### config.mk
export PLATFORM = sky130hd
export DESIGN_NAME = mdu_seq_flat
export DESIGN_NICKNAME = d
export VERILOG_FILES = /design/src/rtl/mdu_if.sv /design/src/rtl/mdu_seq.sv /design/src/flat_wrapper.sv
export SDC_FILE = /design/constraint.sdc
export NUM_CORES = 1
export LEC_CHECK = 0
export CAP_MARGIN = 30
export CELL_PAD_IN_SITES_DETAIL_PLACEMENT = 1
export CELL_PAD_IN_SITES_GLOBAL_PLACEMENT = 1
export CORE_ASPECT_RATIO = 0.7
export CORE_MARGIN = 4
export CORE_UTILIZATION = 42
export DETAILED_ROUTE_END_ITERATION = 12
export HOLD_SLACK_MARGIN = 0.1
export PLACE_DENSITY = 0.92
export SYNTH_ARGS = -nofsm -noshare
export SYNTH_HDL_FRONTEND = slang
export SYNTH_SLANG_ARGS = --single-unit
### constraint.sdc
create_clock -name clk -period 3.2 [get_ports clk]
set_input_delay 0.32 -clock clk [delete_from_list [all_inputs] [get_ports clk]]
set_output_delay 0.32 -clock clk [all_outputs]
set_load 0.02 [all_outputs]
### src/rtl/mdu_if.sv
//------------------------------------------------------------------------------
// mdu_if : request/response handshake and ALU time-share bus of mdu_seq
// Rev 1.0 - initial release
//------------------------------------------------------------------------------
`default_nettype none

interface mdu_if #(
    parameter int XLEN = 32
);
    logic            in_valid;
    logic            in_ready;
    logic [1:0]      op;
    logic [XLEN-1:0] a;
    logic [XLEN-1:0] b;
    logic            out_valid;
    logic            out_ready;
    logic [XLEN-1:0] result;
    logic [XLEN-1:0] alu_op1;
    logic [XLEN-1:0] alu_op2;
    logic [2:0]      alu_ctrl;
    logic [XLEN-1:0] alu_out;

    // Sequencer side
    modport slave (
        input  in_valid, op, a, b, out_ready, alu_out,
        output in_ready, out_valid, result, alu_op1, alu_op2, alu_ctrl
    );

    // Core side, which also owns the ALU
    modport master (
        output in_valid, op, a, b, out_ready, alu_out,
        input  in_ready, out_valid, result, alu_op1, alu_op2, alu_ctrl
    );
endinterface

`default_nettype wire

### src/rtl/mdu_seq.sv
//------------------------------------------------------------------------------
// mdu_seq : multi-cycle unsigned MUL/DIVU/REMU sequencer sharing the core ALU.
//           Optional MDU_ZERO_EARLY_EN: zero operands skip the iteration loop.
// Rev 1.0 - initial release
//------------------------------------------------------------------------------
`default_nettype none

module mdu_seq #(
    parameter int XLEN = 32
) (
    input  wire logic clk,
    input  wire logic rst_n,
    mdu_if.slave      bus
);
    localparam int CW = $clog2(XLEN);

    localparam logic [2:0] c_IDLE    = 3'd0;
    localparam logic [2:0] c_MUL     = 3'd1;
    localparam logic [2:0] c_DIV_CMP = 3'd2;
    localparam logic [2:0] c_DIV_SUB = 3'd3;
    localparam logic [2:0] c_DONE    = 3'd4;

    localparam logic [2:0] c_ALU_ADD  = 3'b000;
    localparam logic [2:0] c_ALU_SUB  = 3'b001;
    localparam logic [2:0] c_ALU_SLTU = 3'b101;

    localparam logic [CW-1:0] c_LAST = CW'(XLEN - 1);

    logic [2:0]      r_state;
    logic [CW-1:0]   r_cnt;
    logic            r_sel_rem;
    logic [XLEN-1:0] r_acc;
    logic [XLEN-1:0] r_mc;
    logic [XLEN-1:0] r_mp;
    logic [XLEN-1:0] r_rem;
    logic [XLEN-1:0] r_quo;
    logic [XLEN-1:0] r_dv;
    logic            r_lt;
    logic [XLEN-1:0] r_result;
    logic            r_out_valid;

    logic            w_accept;
    logic            w_last;
    logic            w_top;
    logic [XLEN-1:0] w_rsh;
    logic            w_ge;
    logic [XLEN-1:0] w_acc_nxt;
    logic [XLEN-1:0] w_rem_nxt;
    logic [XLEN-1:0] w_quo_nxt;
    logic            w_early;
    logic [XLEN-1:0] w_early_res;
    logic [XLEN-1:0] w_alu_op1;
    logic [XLEN-1:0] w_alu_op2;
    logic [2:0]      w_alu_ctrl;

    assign w_accept = bus.in_valid && (r_state == c_IDLE);
    assign w_last   = (r_cnt == c_LAST);

    // Restoring-division step: the remainder shifted left by one with the next dividend bit
    assign w_top     = r_rem[XLEN-1];
    assign w_rsh     = {r_rem[XLEN-2:0], r_quo[XLEN-1]};
    assign w_ge      = w_top | ~r_lt;
    assign w_rem_nxt = w_ge ? bus.alu_out : w_rsh;
    assign w_quo_nxt = {r_quo[XLEN-2:0], w_ge};
    assign w_acc_nxt = r_mp[0] ? bus.alu_out : r_acc;

`ifdef MDU_ZERO_EARLY_EN
    assign w_early     = bus.op[1] ? (bus.b == '0) : ((bus.a == '0) || (bus.b == '0));
    assign w_early_res = bus.op[1] ? (bus.op[0] ? bus.a : '1) : '0;
`else
    assign w_early     = 1'b0;
    assign w_early_res = '0;
`endif

    always_comb begin
        w_alu_op1  = '0;
        w_alu_op2  = '0;
        w_alu_ctrl = c_ALU_ADD;
        case (r_state)
            c_MUL: begin
                w_alu_op1 = r_acc;
                w_alu_op2 = r_mc;
            end
            c_DIV_CMP: begin
                w_alu_op1  = w_rsh;
                w_alu_op2  = r_dv;
                w_alu_ctrl = c_ALU_SLTU;
            end
            c_DIV_SUB: begin
                w_alu_op1  = w_rsh;
                w_alu_op2  = r_dv;
                w_alu_ctrl = c_ALU_SUB;
            end
            default: ;
        endcase
    end

    assign bus.alu_op1   = w_alu_op1;
    assign bus.alu_op2   = w_alu_op2;
    assign bus.alu_ctrl  = w_alu_ctrl;
    assign bus.in_ready  = (r_state == c_IDLE);
    assign bus.out_valid = r_out_valid;
    assign bus.result    = r_result;

    always_ff @(posedge clk) begin
        if (!rst_n) begin
            r_state     <= c_IDLE;
            r_cnt       <= '0;
            r_sel_rem   <= 1'b0;
            r_acc       <= '0;
            r_mc        <= '0;
            r_mp        <= '0;
            r_rem       <= '0;
            r_quo       <= '0;
            r_dv        <= '0;
            r_lt        <= 1'b0;
            r_result    <= '0;
            r_out_valid <= 1'b0;
        end else begin
            case (r_state)
                c_IDLE: begin
                    if (w_accept) begin
                        r_sel_rem <= bus.op[0];
                        r_cnt     <= '0;
                        r_acc     <= '0;
                        r_mc      <= bus.a;
                        r_mp      <= bus.b;
                        r_rem     <= '0;
                        r_quo     <= bus.a;
                        r_dv      <= bus.b;
                        if (w_early) begin
                            r_result    <= w_early_res;
                            r_out_valid <= 1'b1;
                            r_state     <= c_DONE;
                        end else begin
                            r_state <= bus.op[1] ? c_DIV_CMP : c_MUL;
                        end
                    end
                end
                c_MUL: begin
                    r_acc <= w_acc_nxt;
                    r_mc  <= r_mc << 1;
                    r_mp  <= r_mp >> 1;
                    r_cnt <= r_cnt + 1'b1;
                    if (w_last) begin
                        r_result    <= w_acc_nxt;
                        r_out_valid <= 1'b1;
                        r_state     <= c_DONE;
                    end
                end
                c_DIV_CMP: begin
                    r_lt    <= bus.alu_out[0];
                    r_state <= c_DIV_SUB;
                end
                c_DIV_SUB: begin
                    r_rem <= w_rem_nxt;
                    r_quo <= w_quo_nxt;
                    r_cnt <= r_cnt + 1'b1;
                    if (w_last) begin
                        r_result    <= r_sel_rem ? w_rem_nxt : w_quo_nxt;
                        r_out_valid <= 1'b1;
                        r_state     <= c_DONE;
                    end else begin
                        r_state <= c_DIV_CMP;
                    end
                end
                c_DONE: begin
                    if (bus.out_ready) begin
                        r_out_valid <= 1'b0;
                        r_state     <= c_IDLE;
                    end
                end
                default: r_state <= c_IDLE;
            endcase
        end
    end
endmodule

`default_nettype wire

### src/flat_wrapper.sv
// flat-port wrapper written by rule: the top's interface ports become plain ports
module mdu_seq_flat 
#(
    parameter int XLEN = 32
)
  (clk, rst_n, bus_in_valid, bus_op, bus_a, bus_b, bus_out_ready, bus_alu_out, bus_in_ready, bus_out_valid, bus_result, bus_alu_op1, bus_alu_op2, bus_alu_ctrl);
  mdu_if #(.XLEN(XLEN)) bus_i ();
  input  wire logic clk;
  input  wire logic rst_n;
  input wire logic [$bits(bus_i.in_valid)-1:0] bus_in_valid;
  input wire logic [$bits(bus_i.op)-1:0] bus_op;
  input wire logic [$bits(bus_i.a)-1:0] bus_a;
  input wire logic [$bits(bus_i.b)-1:0] bus_b;
  input wire logic [$bits(bus_i.out_ready)-1:0] bus_out_ready;
  input wire logic [$bits(bus_i.alu_out)-1:0] bus_alu_out;
  output wire logic [$bits(bus_i.in_ready)-1:0] bus_in_ready;
  output wire logic [$bits(bus_i.out_valid)-1:0] bus_out_valid;
  output wire logic [$bits(bus_i.result)-1:0] bus_result;
  output wire logic [$bits(bus_i.alu_op1)-1:0] bus_alu_op1;
  output wire logic [$bits(bus_i.alu_op2)-1:0] bus_alu_op2;
  output wire logic [$bits(bus_i.alu_ctrl)-1:0] bus_alu_ctrl;
  assign bus_i.in_valid = bus_in_valid;
  assign bus_i.op = bus_op;
  assign bus_i.a = bus_a;
  assign bus_i.b = bus_b;
  assign bus_i.out_ready = bus_out_ready;
  assign bus_i.alu_out = bus_alu_out;
  assign bus_in_ready = bus_i.in_ready;
  assign bus_out_valid = bus_i.out_valid;
  assign bus_result = bus_i.result;
  assign bus_alu_op1 = bus_i.alu_op1;
  assign bus_alu_op2 = bus_i.alu_op2;
  assign bus_alu_ctrl = bus_i.alu_ctrl;
  mdu_seq #(.XLEN(XLEN)) u_core (.clk(clk), .rst_n(rst_n), .bus(bus_i));
endmodule
==> impl_metrics.yaml <==
run_status:
  status: "complete, no violations"
clock_network:
  clock_latency_ns: 0.52
  clk_pin_slew_ns: 0.06
  cts-root-buf: "clkbuf_16"
  clock-sinks: 235
  post-cts-setup-buffer-count: 0
  ctsHtreeMaxLevel: 1
  cts-buffers-inserted: 24
  cts_tree: "yes"
  clock_path_buffers: 3
synthesis:
  synth_top_cell_area_share: 0.4570
  ys_types: 39
  synth_edf_count: 0
  synth_cells: 1212
  syn_area_mm2: 0.01029
  synth_top_area_cell: "dfxtp_1"
  avgSynthCellArea_um2: 8.494
  synth-async-reset-ratio: 0
  yosys_warnings: 0
  yosys-top-cells-area: "dfxtp_1 46%, nand2_1 12%, a22o_1 8.3%, a31oi_1 5.6%, a21oi_1 3.5%"
  ys_ff_latch: 235
  yosysSeqAreaShare: 0.4570
  synthFlopType: "dfxtp_1"
  synth_nets: 1317
layout:
  final_common_cell: "nand2_1"
  drive_gt1_frac: 0.07485
  n_antenna_cell: 0
  num-nets-final: 1464
  fin_cells: 1694
  area_growth_pct: 30.61
  mostFrequentLayoutCells: "322 x nand2_1, 231 x dfxtp_1, 201 x clkdlybuf4s50_1, 97 x a22o_1, 92 x a31oi_1"
pwr:
  swShare: 0.3050
  power.leakage_nw: 4.891
  pwr-share-comb: 0.208
  p_seq_frac: 0.416
  ir_worst_vdd_mv: 0.3684
  pwr-share-clk: 0.376
  power_switching_mw: 2.489
  intPower_mw: 5.671
  power.density_mw_per_mm2: 606.9
grt:
  grt.overflow.total: 0
  grt_pass1_wl_mm: 58.96
  antenna_found_initial: 1
  grt_pass1_vias: 10460
  grt.total_usage: 0.2628
  grt_max_degree: 128
placed_design:
  portBuffers: 201
  globalplace.congestion: 0.8433
  place_inst: 1651
  dp_hpwl_mm: 24.55
sta:
  tightest_slew_ns: 1.029
  post-route-min-period_ns: 2.940
  fin_crit_sh: 0.9187
  fin_setup_tns_ns: 0
  rsz0062_at_grt: "no"
  max_freq_ghz: 0.3402
  maxSlewHeadroom: 0.3140
  finClkSkew_ns: 0.01832
  drv_slew: 0
  hold_violations: 0
  setup_viol: 0
worst_setup_path:
  worstPathMaxFanout: 55
  crit_arrival_ns: 2.62
  end_kind: "output port"
  critical_path_class: "reg -> out"
  reg2reg_slack_ns: 0.66
  required_ns: 2.88
  critPathLaunchType: "register"
floorplanning:
  die_w_um: 195.1
  dieArea_mm2: 0.02712
  initial_core_util: 0.4312
  fp-row-count: 47
  core_mm2: 0.02388
  ios: 203
  die_h_um: 139.0
drt:
  drc: 0
  drt_iter0_drc: 708
  wl_per_cell_um: 21.89
  drt-total-wl_mm: 37.09
  routed-via-count: 9963
  vias_per_cell: 5.881
  drtPass1Iterations: 5
  ant_nets: 0
min_path:
  hold_path_class: "in -> reg"
run:
  maxCapViolCount: 0
critical path: stages, from the launching register on:
cell and delay [ns]:
dfxtp_1 0.51, nor3b_4 0.40, buf_12 0.31, nand2_1 0.13, nand2_1 0.11, clkdlybuf4s50_1 0.61
flip-flops by register name, summed over array words and instances (netlist names):
register and flops:
u_core.r_mc 32, u_core.r_mp 32, u_core.r_lt 1, u_core.r_sel_rem 1, u_core.r_state 3, u_core.r_rem 32
u_core.r_quo 32, u_core.bus.result 32, u_core.bus.out_valid 1, u_core.r_acc 32, u_core.r_cnt 5, u_core.r_dv 32
stage by stage:
step / setup slack [ns] / util / hold WS (ns) / area (um^2) / total power [mW]
2_1_floorplan: 1.345 / - / 0.4360 / 10290 / 4.421
3_3_place_gp: 0.6942 / 0.5267 / 0.4411 / 12580 / 5.033
3_5_place_dp: 0.6059 / 0.5267 / 0.4511 / 12580 / 5.118
4_1_cts: 0.01611 / 0.5631 / 0.3458 / 13440 / 8.207
5_1_grt: 0.1378 / 0.5632 / 0.3648 / 13450 / 8.508
6_report: 0.2601 / 0.5632 / 0.3588 / 13450 / 8.160
logic make-up (layout without fill, tap and decap cells):
kind of cell / count (synthesis) / after routing / share of synthesized area
adders and majority gates: 3 / 3 / 0.003646
xor gates and xnor gates: 1 / 1 / 0.0008509
DFF: 235 / 235 / 0.4570
buffers and inverters: 111 / 275 / 0.04825
muxes: 65 / 65 / 0.06721
AOI/OAI and AO/OA: 372 / 372 / 0.2507
other: 1 / 1 / 0.0003643
and+or+nand+nor: 424 / 424 / 0.1720
routing by layer:
layer	track usage	wire length, um	up-vias
met5	0	13	-
met4	0.07602	1044	2
met3	0.04832	2511	82
met2	0.4349	17560	375
met1	0.3533	15960	4920
li1	-	-	4584
worst paths after layout:
kind                                         from                to  depth (start not counted)
worst max register to register  u_core.r_state[2]  u_core.r_quo[23]                          6
worst max-delay path            u_core.r_state[2]    bus_alu_op2[9]                          5
worst min register to register     u_core.r_dv[0]    u_core.r_dv[0]                          2
worst min-delay path                    bus_op[0]  u_core.r_sel_rem                          3
what timing repair did:
| item | CTS | global route |
|---|---|---|
| endpoints found under the setup margin | 0 | 40 |
| hold buffers | 0 | 0 |
| resized for setup | 0 | 2 |
final cells by class:
class                      count  area (um^2)
fill                        2761        10430
clock inverter                12        170.2
sequential                   235         4710
tap                          318        397.9
inverter                       2        10.01
timing repair buffer         230         2330
clock buffer                  31        698.2
multi-input combinational    866         5131
Yosys cell counts (17+ instances only):
cell	number
nand2_1	322
dfxtp_1	235
a22o_1	97
a31oi_1	92
a21oi_1	71
clkbuf_1	54
buf_2	43
nor2_1	42
nor2b_1	40
a22oi_1	36
mux2i_1	32
o21ai_0	32
a211o_1	31
mux2_2	17
power by group through the flow:
| stage | Sequential, mW | Clock, mW | Combinational [mW] |
|---|---|---|---|
| finish | 3.39 | 3.07 | 1.69 |
| global route | 3.42 | 3.24 | 1.84 |
| CTS | 3.39 | 3.13 | 1.69 |
| detailed placement | 3.44 | 0 | 1.67 |
| global placement | 3.43 | 0 | 1.61 |
| floorplan | 3.34 | 0 | 1.08 |
Note: power is estimated with default switching activity, not from simulation.
